File: src/rtl/pll_reconfig_ctrl_pkg.sv
// Shared types and helpers for the rPLL reconfiguration controller.
package pll_reconfig_ctrl_pkg;

    localparam int unsigned SEL_W = 6;

    typedef logic [SEL_W-1:0] sel_t;

    typedef enum logic [2:0] {
        RST_PULSE,
        WAIT_LOCK,
        SETTLE,
        RUN,
        FAIL
    } state_t;

    // Gowin rPLL select ports take 63 - (divide-minus-one).
    function automatic sel_t sel_encode(input sel_t div_m1);
        return sel_t'(6'd63 - div_m1);
    endfunction

endpackage

File: src/rtl/pll_reconfig_ctrl_if.sv
// Divider-set offer channel between top-level control and the PLL controller.
interface pll_reconfig_ctrl_if;
    import pll_reconfig_ctrl_pkg::*;

    logic cfg_valid;
    logic cfg_ready;
    sel_t cfg_idiv;
    sel_t cfg_fbdiv;
    sel_t cfg_odsel;

    modport master (
        output cfg_valid,
        output cfg_idiv,
        output cfg_fbdiv,
        output cfg_odsel,
        input  cfg_ready
    );

    modport slave (
        input  cfg_valid,
        input  cfg_idiv,
        input  cfg_fbdiv,
        input  cfg_odsel,
        output cfg_ready
    );
endinterface

File: src/rtl/pll_reconfig_ctrl_sync_2ff.sv
// Two-flop synchronizer for a single asynchronous level (rPLL LOCK).
module sync_2ff (
    input  logic clk,
    input  logic rst,
    input  logic d,
    output logic q
);
    logic meta;

    // Capture the async level and re-register it to settle metastability.
    always_ff @(posedge clk) begin
        if (rst) begin
            meta <= 1'b0;
            q    <= 1'b0;
        end else begin
            meta <= d;
            q    <= meta;
        end
    end
endmodule

File: src/rtl/pll_reconfig_ctrl.sv
// rPLL sequencer: reset pulse, lock qualification, divider reconfiguration,
// timeout retry and lock-loss recovery. Runs on the crystal clock.
module pll_reconfig_ctrl
    import pll_reconfig_ctrl_pkg::*;
#(
    parameter int unsigned RST_CYCLES    = 16,
    parameter int unsigned LOCK_TIMEOUT  = 27000,
    parameter int unsigned SETTLE_CYCLES = 256,
    parameter int unsigned MAX_RETRY     = 3,
    parameter int unsigned IDIV_DEF      = 4,
    parameter int unsigned FBDIV_DEF     = 36,
    parameter logic [5:0]  ODSEL_DEF     = 6'h3E
) (
    input  logic                clk,
    input  logic                rst,
    pll_reconfig_ctrl_if.slave  cfg,
    input  logic                pll_lock,
    output logic                pll_reset,
    output logic [5:0]          pll_idsel,
    output logic [5:0]          pll_fbdsel,
    output logic [5:0]          pll_odsel,
    output logic                clk_ok,
    output logic                busy,
    output logic                err,
    output logic [1:0]          retry_cnt
);
    localparam int unsigned RW = $clog2(RST_CYCLES + 1);
    localparam int unsigned TW = $clog2(LOCK_TIMEOUT + 1);
    localparam int unsigned SW = $clog2(SETTLE_CYCLES + 1);

    localparam logic [RW-1:0] RST_LAST     = RW'(RST_CYCLES - 1);
    localparam logic [TW-1:0] TIMEOUT_LAST = TW'(LOCK_TIMEOUT - 1);
    localparam logic [SW-1:0] SETTLE_LAST  = SW'(SETTLE_CYCLES - 1);
    localparam logic [1:0]    RETRY_MAX    = 2'(MAX_RETRY);

    localparam sel_t IDSEL_DEF  = sel_encode(sel_t'(IDIV_DEF));
    localparam sel_t FBDSEL_DEF = sel_encode(sel_t'(FBDIV_DEF));

    state_t        state, state_n;
    logic [RW-1:0] rst_cnt, rst_cnt_n;
    logic [TW-1:0] timer, timer_n;
    logic [SW-1:0] settle_cnt, settle_n;
    logic [1:0]    retry_n;
    logic          pll_reset_n, clk_ok_n, err_n, busy_n, ready_n, cfg_ready_q;
    sel_t          idsel_n, fbdsel_n, odsel_n;
    logic          lock, accept;

    sync_2ff u_lock_sync (
        .clk (clk),
        .rst (rst),
        .d   (pll_lock),
        .q   (lock)
    );

    assign cfg.cfg_ready = cfg_ready_q;
    assign accept        = cfg.cfg_valid & cfg_ready_q;

    // Next-state, counter and registered-output values for the sequencer.
    always_comb begin
        state_n     = state;
        rst_cnt_n   = rst_cnt;
        timer_n     = timer;
        settle_n    = settle_cnt;
        retry_n     = retry_cnt;
        pll_reset_n = pll_reset;
        clk_ok_n    = clk_ok;
        err_n       = err;
        idsel_n     = pll_idsel;
        fbdsel_n    = pll_fbdsel;
        odsel_n     = pll_odsel;

        case (state)
            RST_PULSE: begin
                pll_reset_n = 1'b1;
                clk_ok_n    = 1'b0;
                if (rst_cnt == RST_LAST) begin
                    state_n     = WAIT_LOCK;
                    pll_reset_n = 1'b0;
                    rst_cnt_n   = '0;
                    timer_n     = '0;
                end else begin
                    rst_cnt_n = rst_cnt + 1'b1;
                end
            end

            // Timeout spans both states: a settle glitch does not restart the timer.
            WAIT_LOCK, SETTLE: begin
                if (timer == TIMEOUT_LAST) begin
                    pll_reset_n = 1'b1;
                    rst_cnt_n   = '0;
                    settle_n    = '0;
                    if (retry_cnt < RETRY_MAX) begin
                        retry_n = retry_cnt + 1'b1;
                        state_n = RST_PULSE;
                    end else begin
                        state_n = FAIL;
                        err_n   = 1'b1;
                    end
                end else begin
                    timer_n = timer + 1'b1;
                    if (state == WAIT_LOCK) begin
                        if (lock) begin
                            state_n  = SETTLE;
                            settle_n = '0;
                        end
                    end else if (!lock) begin
                        state_n  = WAIT_LOCK;
                        settle_n = '0;
                    end else if (settle_cnt == SETTLE_LAST) begin
                        state_n  = RUN;
                        clk_ok_n = 1'b1;
                    end else begin
                        settle_n = settle_cnt + 1'b1;
                    end
                end
            end

            RUN: begin
                if (!lock) begin
                    state_n     = RST_PULSE;
                    pll_reset_n = 1'b1;
                    clk_ok_n    = 1'b0;
                    retry_n     = '0;
                    rst_cnt_n   = '0;
                end
            end

            FAIL: begin
                pll_reset_n = 1'b1;
                err_n       = 1'b1;
                clk_ok_n    = 1'b0;
            end

            default: begin
                state_n     = RST_PULSE;
                pll_reset_n = 1'b1;
                rst_cnt_n   = '0;
            end
        endcase

        // A new divider set overrides any concurrent lock-loss decision in RUN.
        if (accept) begin
            state_n     = RST_PULSE;
            pll_reset_n = 1'b1;
            clk_ok_n    = 1'b0;
            err_n       = 1'b0;
            retry_n     = '0;
            rst_cnt_n   = '0;
            idsel_n     = sel_encode(cfg.cfg_idiv);
            fbdsel_n    = sel_encode(cfg.cfg_fbdiv);
            odsel_n     = cfg.cfg_odsel;
        end

        ready_n = (state_n == RUN) || (state_n == FAIL);
        busy_n  = !ready_n;
    end

    // State, counters and all outputs registered together.
    always_ff @(posedge clk) begin
        if (rst) begin
            state       <= RST_PULSE;
            rst_cnt     <= '0;
            timer       <= '0;
            settle_cnt  <= '0;
            retry_cnt   <= '0;
            pll_reset   <= 1'b1;
            clk_ok      <= 1'b0;
            err         <= 1'b0;
            busy        <= 1'b1;
            cfg_ready_q <= 1'b0;
            pll_idsel   <= IDSEL_DEF;
            pll_fbdsel  <= FBDSEL_DEF;
            pll_odsel   <= ODSEL_DEF;
        end else begin
            state       <= state_n;
            rst_cnt     <= rst_cnt_n;
            timer       <= timer_n;
            settle_cnt  <= settle_n;
            retry_cnt   <= retry_n;
            pll_reset   <= pll_reset_n;
            clk_ok      <= clk_ok_n;
            err         <= err_n;
            busy        <= busy_n;
            cfg_ready_q <= ready_n;
            pll_idsel   <= idsel_n;
            pll_fbdsel  <= fbdsel_n;
            pll_odsel   <= odsel_n;
        end
    end
endmodule

File: src/flat_wrapper.sv
// flat-port wrapper written by rule: the top's interface ports become plain ports
module pll_reconfig_ctrl_flat import pll_reconfig_ctrl_pkg::*;
#(
    parameter int unsigned RST_CYCLES    = 16,
    parameter int unsigned LOCK_TIMEOUT  = 27000,
    parameter int unsigned SETTLE_CYCLES = 256,
    parameter int unsigned MAX_RETRY     = 3,
    parameter int unsigned IDIV_DEF      = 4,
    parameter int unsigned FBDIV_DEF     = 36,
    parameter logic [5:0]  ODSEL_DEF     = 6'h3E
)
  (clk, rst, pll_lock, pll_reset, pll_idsel, pll_fbdsel, pll_odsel, clk_ok, busy, err, retry_cnt, cfg_cfg_valid, cfg_cfg_idiv, cfg_cfg_fbdiv, cfg_cfg_odsel, cfg_cfg_ready);
  pll_reconfig_ctrl_if cfg_i ();
  input  logic clk;
  input  logic rst;
  input  logic pll_lock;
  output logic pll_reset;
  output logic [5:0] pll_idsel;
  output logic [5:0] pll_fbdsel;
  output logic [5:0] pll_odsel;
  output logic clk_ok;
  output logic busy;
  output logic err;
  output logic [1:0] retry_cnt;
  input wire logic [$bits(cfg_i.cfg_valid)-1:0] cfg_cfg_valid;
  input wire logic [$bits(cfg_i.cfg_idiv)-1:0] cfg_cfg_idiv;
  input wire logic [$bits(cfg_i.cfg_fbdiv)-1:0] cfg_cfg_fbdiv;
  input wire logic [$bits(cfg_i.cfg_odsel)-1:0] cfg_cfg_odsel;
  output wire logic [$bits(cfg_i.cfg_ready)-1:0] cfg_cfg_ready;
  assign cfg_i.cfg_valid = cfg_cfg_valid;
  assign cfg_i.cfg_idiv = cfg_cfg_idiv;
  assign cfg_i.cfg_fbdiv = cfg_cfg_fbdiv;
  assign cfg_i.cfg_odsel = cfg_cfg_odsel;
  assign cfg_cfg_ready = cfg_i.cfg_ready;
  pll_reconfig_ctrl #(.RST_CYCLES(RST_CYCLES), .LOCK_TIMEOUT(LOCK_TIMEOUT), .SETTLE_CYCLES(SETTLE_CYCLES), .MAX_RETRY(MAX_RETRY), .IDIV_DEF(IDIV_DEF), .FBDIV_DEF(FBDIV_DEF), .ODSEL_DEF(ODSEL_DEF)) u_core (.clk(clk), .rst(rst), .cfg(cfg_i), .pll_lock(pll_lock), .pll_reset(pll_reset), .pll_idsel(pll_idsel), .pll_fbdsel(pll_fbdsel), .pll_odsel(pll_odsel), .clk_ok(clk_ok), .busy(busy), .err(err), .retry_cnt(retry_cnt));
endmodule
File: config.mk
export PLATFORM = sky130hd
export DESIGN_NAME = pll_reconfig_ctrl_flat
export DESIGN_NICKNAME = d
export VERILOG_FILES = /design/src/rtl/pll_reconfig_ctrl_pkg.sv /design/src/rtl/pll_reconfig_ctrl_if.sv /design/src/rtl/pll_reconfig_ctrl_sync_2ff.sv /design/src/rtl/pll_reconfig_ctrl.sv /design/src/flat_wrapper.sv
export SDC_FILE = /design/constraint.sdc
export NUM_CORES = 1
export LEC_CHECK = 0
export ABC_AREA = 1
export BUFFER_PORTS_ARGS = -buffer_cell sky130_fd_sc_hd__buf_2
export CAP_MARGIN = 20
export CELL_PAD_IN_SITES_DETAIL_PLACEMENT = 0
export CELL_PAD_IN_SITES_GLOBAL_PLACEMENT = 2
export CORE_ASPECT_RATIO = 1.4
export CORE_UTILIZATION = 31
export DETAILED_ROUTE_END_ITERATION = 8
export GPL_ROUTABILITY_DRIVEN = 0
export GPL_TIMING_DRIVEN = 1
export PLACE_DENSITY = 0.86
export SLEW_MARGIN = 40
export SYNTH_ARGS = -nofsm -noshare
export SYNTH_HDL_FRONTEND = slang
export SYNTH_SLANG_ARGS = --single-unit
File: constraint.sdc
create_clock -name clk -period 2.35 [get_ports clk]
set_clock_uncertainty 0.15 [all_clocks]
set_input_delay 0.5875 -clock clk [delete_from_list [all_inputs] [get_ports clk]]
set_output_delay 0.5875 -clock clk [all_outputs]
set_load 0.02 [all_outputs]
# Word-level counts from Yosys, hierarchy flattened
# Index checks and enable logic that the tools add are counted.
[word_totals] reg_bits=59 output_inout_bits=25
[classes] n_addsub=6 order_cmp=1 n_eq_ne=20 mux=39 bitwise=2 reduce_logical=17
[ops] operator="2-to-1 mux 9 bit" count=5
[ops] operator="2-to-1 mux 15 bit" count=2
[ops] operator="case mux 15 bit (2 select lines)" count=1
[ops] operator="2-to-1 mux 3 bit" count=9
[ops] operator="case mux 5 bit (4 select lines)" count=1
[ops] operator="adder 15 x 1 -> 15 bit, second input constant" count=1
[ops] operator="equality test 15 bit, second input constant" count=1
[ops] operator="2-to-1 mux 5 bit" count=3
[ops] operator="case mux 3 bit (4 select lines)" count=1
[ops] operator="AND reduction 3 bit" count=4
[ops] operator="subtractor 6 bit, first input constant" count=2
[ops] operator="2-to-1 mux 1 bit" count=10
[ops] operator="!= test 2 bit, second input constant" count=5
[ops] operator="adder 9 x 1 -> 9 bit, second input constant" count=1
[ops] operator="equality test 3 x 2 -> 1 bit, second input constant" count=3
[ops] operator="equality test 9 x 8 -> 1 bit, second input constant" count=1
[ops] operator="!= test 2 x 1 -> 1 bit, second input constant" count=4
[ops] operator="equality test 3 bit, second input constant" count=2
[ops] operator="2-to-1 mux 2 bit" count=3
[ops] operator="case mux 1 bit (3 select lines)" count=2
[ops] operator="AND reduction 6 bit" count=1
[ops] operator="nonzero test 2 bit" count=3
[ops] operator="OR reduction 2 bit" count=3
[ops] operator="adder 5 x 1 -> 5 bit, second input constant" count=1
[ops] operator="16 further kinds" count=16

# Longest topological paths before layout
[logic_depth] word_depth=10 depth_mapped=14 mapped_depth_nobuf=14

# By module
# Synthesis repeated with hierarchy kept, for this count alone.
[hier_totals] hier_cells=416 area_unflattened_um2=2881.5
[by_module_without_submodules] mod="pll_reconfig_ctrl" n_inst=1 cells_each=410 area_per_inst_um2=2826.5
[by_module_without_submodules] mod="sync_2ff" n_inst=1 cells_each=6 area_per_inst_um2=55.1

# Least setup slack after synthesis
# Ideal clock, no wire load.
[synth_timing] path_type="register to register" from="register u_core.settle_cnt[0]" to="register u_core.settle_cnt[6]" arrival_ns=1.866 required_ns=2.088 path_slack_ns=0.222 path_stages_with_launch=15 path_buffers=0 synth_period_minus_slack_ns=2.128 path_cell_list="dfxtp_1 > ha_1 > nand4_1 > or2_2 > nor3_1 > ha_1 > nand2_1 > nand2_1 > o21ai_1 > nand2_1 > nand2_2 > inv_1 > nor2_1 > nor2_1 > nor2_1"
[synth_via] elab_chain_cells=5 elab_cells_between_ends=8 cone_classes="1 x add/sub; 2 x eq/ne; 4 x mux; 1 x reduce/logical"
[synth_lines] element="from (decl)" line_no="pll_reconfig_ctrl.sv:42" text="logic [SW-1:0] settle_cnt, settle_n;"
[synth_lines] element="from (signal assigned)" line_no="pll_reconfig_ctrl.sv:178" text="settle_cnt <= settle_n;"
[synth_lines] element="adder 9 x 1 -> 9 bit" line_no="pll_reconfig_ctrl.sv:113" text="settle_n = settle_cnt + 1'b1;"
[synth_lines] element="2-to-1 mux 9 bit" line_no="pll_reconfig_ctrl.sv:109" text="end else if (settle_cnt == SETTLE_LAST) begin"
[synth_lines] element="2-to-1 mux 9 bit" line_no="pll_reconfig_ctrl.sv:106" text="end else if (!lock) begin"
[synth_lines] element="2-to-1 mux 9 bit" line_no="pll_reconfig_ctrl.sv:101" text="if (state == WAIT_LOCK) begin"
[synth_lines] element="2-to-1 mux 9 bit" line_no="pll_reconfig_ctrl.sv:88" text="if (timer == TIMEOUT_LAST) begin"
# Parallel ways exist; a longest one is shown, timed or not. The select of a mux whose other input is x is not followed.
# A chain may end at the register's enable or synchronous reset.

# Worst setup path after layout
[layout_timing] from="register u_core.settle_cnt[0]" to="register u_core.settle_cnt[7]"
# Same word-level chain as after synthesis.

==> key figures <==
Run status
  – Status: complete, no violations

Finish
  – Layout Cells excl Fill: 585
  – N_diodes: 0
  – Area Overhead vs Synth: 24.2%
  – Number of fill cells: roughly 960
  – Number of nets in the finished design: 500
  – Design Area, Final: 3570 sq um
  – Highest-count cells in the layout ignoring fill and taps: sky130_fd_sc_hd__nand2_1 (83), sky130_fd_sc_hd__nor2_1 (59), sky130_fd_sc_hd__dfxtp_1 (59)
  – Most common cell after layout, fill and taps aside: sky130_fd_sc_hd__nand2_1
  – Fraction of layout instances using a drive strength above 1: between 20% and 30%

Clock network
  – Clock tree from TritonCTS: built
  – Maximum root-to-sink buffer count: 2
  – Inserted Clock Buffers: 9
  – H-tree depth reported by CTS: 3
  – Clock network latency to the later pin of the worst-skew pair: approximately 0.33 ns
  – Setup Fix Bufs, Post-CTS: 0
  – Sink Count: 59
  – Worst-path clk slew: ~0.05 ns
  – Buffer type at the clock tree root: sky130_fd_sc_hd__clkbuf_16

Logic synthesis
  – Cell accounting for the most synthesized area: sky130_fd_sc_hd__dfxtp_1
  – Synthesis warning total: 0
  – Share of synthesized area occupied by flip-flops and latches: 41.1%
  – Cell types with the largest area share after synthesis: sky130_fd_sc_hd__dfxtp_1 (41%), sky130_fd_sc_hd__nand2_1 (11%), sky130_fd_sc_hd__nor2_1 (7.7%), sky130_fd_sc_hd__nand3_1 (7.5%), sky130_fd_sc_hd__inv_1 (6.1%)
  – Gate count of the mapped netlist: between 400 and 500
  – Total nets after synthesis: between 400 and 500
  – Syn Std Cell Area: roughly 2900 sq um
  – Count of state elements after synthesis: 59
  – Top-area cell type share of the netlist area: 41.1%
  – Number of different library cells in the post-synthesis netlist: 30
  – Mean area per synthesized cell: just under 7 sq um

Critical path
  – CP Class: reg -> reg
  – Type of destination of the critical path: flop
  – End of the critical path: u_core.settle_cnt[7]
  – Crit. Startpoint: u_core.settle_cnt[0]
  – Worst setup slack for register-to-register paths: roughly 0.18 ns
  – Count of cells along the worst register-to-register path: 15
  – List of cells traversed by the critical path: ha_1 > nand4_1 > or2_4 > nor3_2 > ha_2 > nand2_1 > nand2_1 > o21ai_1 > nand2_1 > nand2_2 > buf_4 > nand2_1 > nand2_1 > nand2_1 > nor2_1
  – CP Data Arrival Time: about 2.2 ns
  – Capture point of the worst reg-to-reg path: u_core.settle_cnt[7]
  – Reg-to-reg startpoint: u_core.settle_cnt[0]
  – Delay of the slowest cell on the worst path: 0.33 ns
  – CP Data Required Time: between 2 and 2.5 ns
  – Critical path startpoint category: flop
  – Slowest CP cell: sky130_fd_sc_hd__dfxtp_1
  – Worst path most repeated cell: sky130_fd_sc_hd__nand2_1
  – Top fanout value on the critical path: 5

Floorplanning
  – Starting Density: a little under a third
  – Core Region: ~9000 sq um
  – I/O pin count: 47
  – Horizontal die dimension: roughly 83 um
  – Die ar.: 9670 sq um
  – Die height: 116 um
  – Row count: ~40

Power and ir drop
  – Worst IR Drop VDD: 0.384 mV
  – Power per cell area: roughly 670 nW/um^2
  – Pwr Total: between 2 and 2.5 mW
  – Leakage: ~1.5 nW

Global route
  – Residual overflow from global routing: 0
  – Number of antenna violations at the first check in global routing: 0
  – Largest net degree at the start of global routing: 29
  – Aggregate global-route resource usage: between 15 and 20%
  – First-pass GRT wire length: 12600 um
  – Vias in the first global route: 2694

Routing
  – DRC marker count from the first detailed-route iteration: 135
  – Detailed route wirelength on metal3: roughly 260 um
  – Antenna Nets Post-Route: 0
  – Number of remaining DRC errors: 0
  – Number of optimization iterations in the first detailed-route pass: 4
  – Avg WL per Cell: roughly 13 um
  – Via-per-instance ratio: approximately 4.8
  – Met2 wire length: 4030 um
  – Sum of routed wire segments on met1: roughly 3100 um
  – Routed wire length: approximately 7600 um
  – Number of vias in the routed layout: approximately 2.8k
  – Uppermost signal routing layer after detailed routing: met4

Min path
  – WHS Path Cells: 2
  – Hold Path Class: reg -> reg

Placed design
  – Post-detailed-placement cell area: 3250 sq um
  – Total placed cells including tap cells: ~570
  – PortBufs: between 40 and 50
  – HPWL reported at the end of detailed placement: roughly 5600 um

STA
  – Final worst-path cycle share: 92.4%
  – Crit path time final: approximately 2.2 ns
  – Max-slew headroom: 71.1%
  – Transition time of the tightest slew-check pin: about 0.43 ns
  – Maximum operating frequency: about 460 MHz
  – Final Setup Violations: 0
  – Total count of max-transition violations in the final report: 0
  – RSZ-0062 raised after global routing: false
  – Number of failing hold endpoints at the final stage: 0
  – Setup TNS after final layout: 0 ns

Job
  – Number of max-capacitance violations reported: 0
==> cell usage after synthesis <==
cell type and count:
sky130_fd_sc_hd__buf_6 2, sky130_fd_sc_hd__nor2_2 3, sky130_fd_sc_hd__ha_1 5, sky130_fd_sc_hd__clkbuf_1 7
sky130_fd_sc_hd__buf_1 1, sky130_fd_sc_hd__nand2_2 5, sky130_fd_sc_hd__nor3_1 11, sky130_fd_sc_hd__nand3_1 43
sky130_fd_sc_hd__or2_2 3, sky130_fd_sc_hd__o21ai_2 1, sky130_fd_sc_hd__nand2_1 83, sky130_fd_sc_hd__a21oi_2 1
sky130_fd_sc_hd__nand2_4 1, sky130_fd_sc_hd__nand4_1 10, sky130_fd_sc_hd__buf_4 1, sky130_fd_sc_hd__inv_1 47
sky130_fd_sc_hd__nand4_4 1, sky130_fd_sc_hd__o21ai_1 3, sky130_fd_sc_hd__a211oi_1 1, sky130_fd_sc_hd__nor2_4 2
sky130_fd_sc_hd__o21bai_1 2, sky130_fd_sc_hd__inv_2 2, sky130_fd_sc_hd__nor2_1 59, sky130_fd_sc_hd__nand3b_1 2
sky130_fd_sc_hd__xor2_1 1, sky130_fd_sc_hd__o21ai_0 24, sky130_fd_sc_hd__nor4_1 2, sky130_fd_sc_hd__dfxtp_1 59
sky130_fd_sc_hd__nand3_2 2, sky130_fd_sc_hd__a21oi_1 33
==> cell families after synthesis <==
| family | share of synthesized area, % |
|---|---|
| and+or+nand+nor | 36.1 |
| DFF | 41.1 |
| adders and majority gates | 2.18 |
| AOI/OAI and AO/OA | 11.8 |
| xor gates and xnor gates | 0.305 |
| buffers and inverters | 8.49 |
==> worst max-delay path: cells and delay by family, from the launching register on <==
kind | cells | cell delay [ns]
adders and majority gates | 2 | 0.36
buffers and inverters | 1 | 0.17
DFF | 1 | 0.33
AOI/OAI and AO/OA | 1 | 0.06
and+or+nand+nor | 11 | 1.00
==> how the worst min path moves through the flow <==
stage,start,endpoint,slack (ns)
final,u_core.u_lock_sync.meta,u_core.u_lock_sync.q,0.25
after global routing,u_core.u_lock_sync.meta,u_core.u_lock_sync.q,0.26
after CTS,u_core.u_lock_sync.meta,u_core.u_lock_sync.q,0.25
after detailed placement,u_core.u_lock_sync.meta,u_core.u_lock_sync.q,0.25
after global placement,u_core.u_lock_sync.meta,u_core.u_lock_sync.q,0.24
after floorplan,u_core.u_lock_sync.meta,u_core.u_lock_sync.q,0.24
==> stage by stage <==
step / util [%] / hold WS [ns] / setup WS, ns
6_report: 39.6 / 0.251 / 0.180
5_1_grt: 39.6 / 0.264 / 0.0172
4_1_cts: 39.4 / 0.253 / 0.0723
3_5_place_dp: 36.0 / 0.246 / 0.0903
3_3_place_gp: 36.0 / 0.244 / 0.127
2_1_floorplan: - / 0.238 / 0.222
==> flip-flops by register name, summed over array words and instances (netlist names), 2 cells and up <==
register,flops
u_core.retry_cnt,2
u_core.settle_cnt,9
u_core.pll_fbdsel,6
u_core.timer,15
u_core.pll_odsel,6
u_core.state,3
u_core.pll_idsel,6
u_core.rst_cnt,5
==> area by class of cell <==
type                       instances  area [sq um]  share of cell area, %
sequential                        59          1180                   33.1
inverter                          49           188                   5.26
tap                              107           134                   3.75
clock inverter                     6          65.1                   1.82
clock buffer                      10           239                   6.69
timing repair buffer              56           305                   8.55
multi-input combinational        298          1460                   40.9
==> layer usage <==
metal  global-route usage [%]  up-vias
met1                     17.9     1259
met4                     9.20        0
li1                         -     1477
met5                        0        -
met2                     31.3       62
met3                     3.63       11
==> report_power, final <==
| group | total, mW | switching [mW] | internal (mW) |
|---|---|---|---|
| Sequential | 1.01 | 0.00712 | 1.01 |
| Clock | 1.33 | 0.489 | 0.846 |
| Combinational | 0.0547 | 0.0306 | 0.0240 |
==> repair_timing <==
action                                  CTS  global route
hold buffers                              0             0
endpoints found under the setup margin    0             9
endpoints found under the hold margin     0             0
resized for setup                         0             4
No activity file was read; power rests on OpenSTA's default activity.
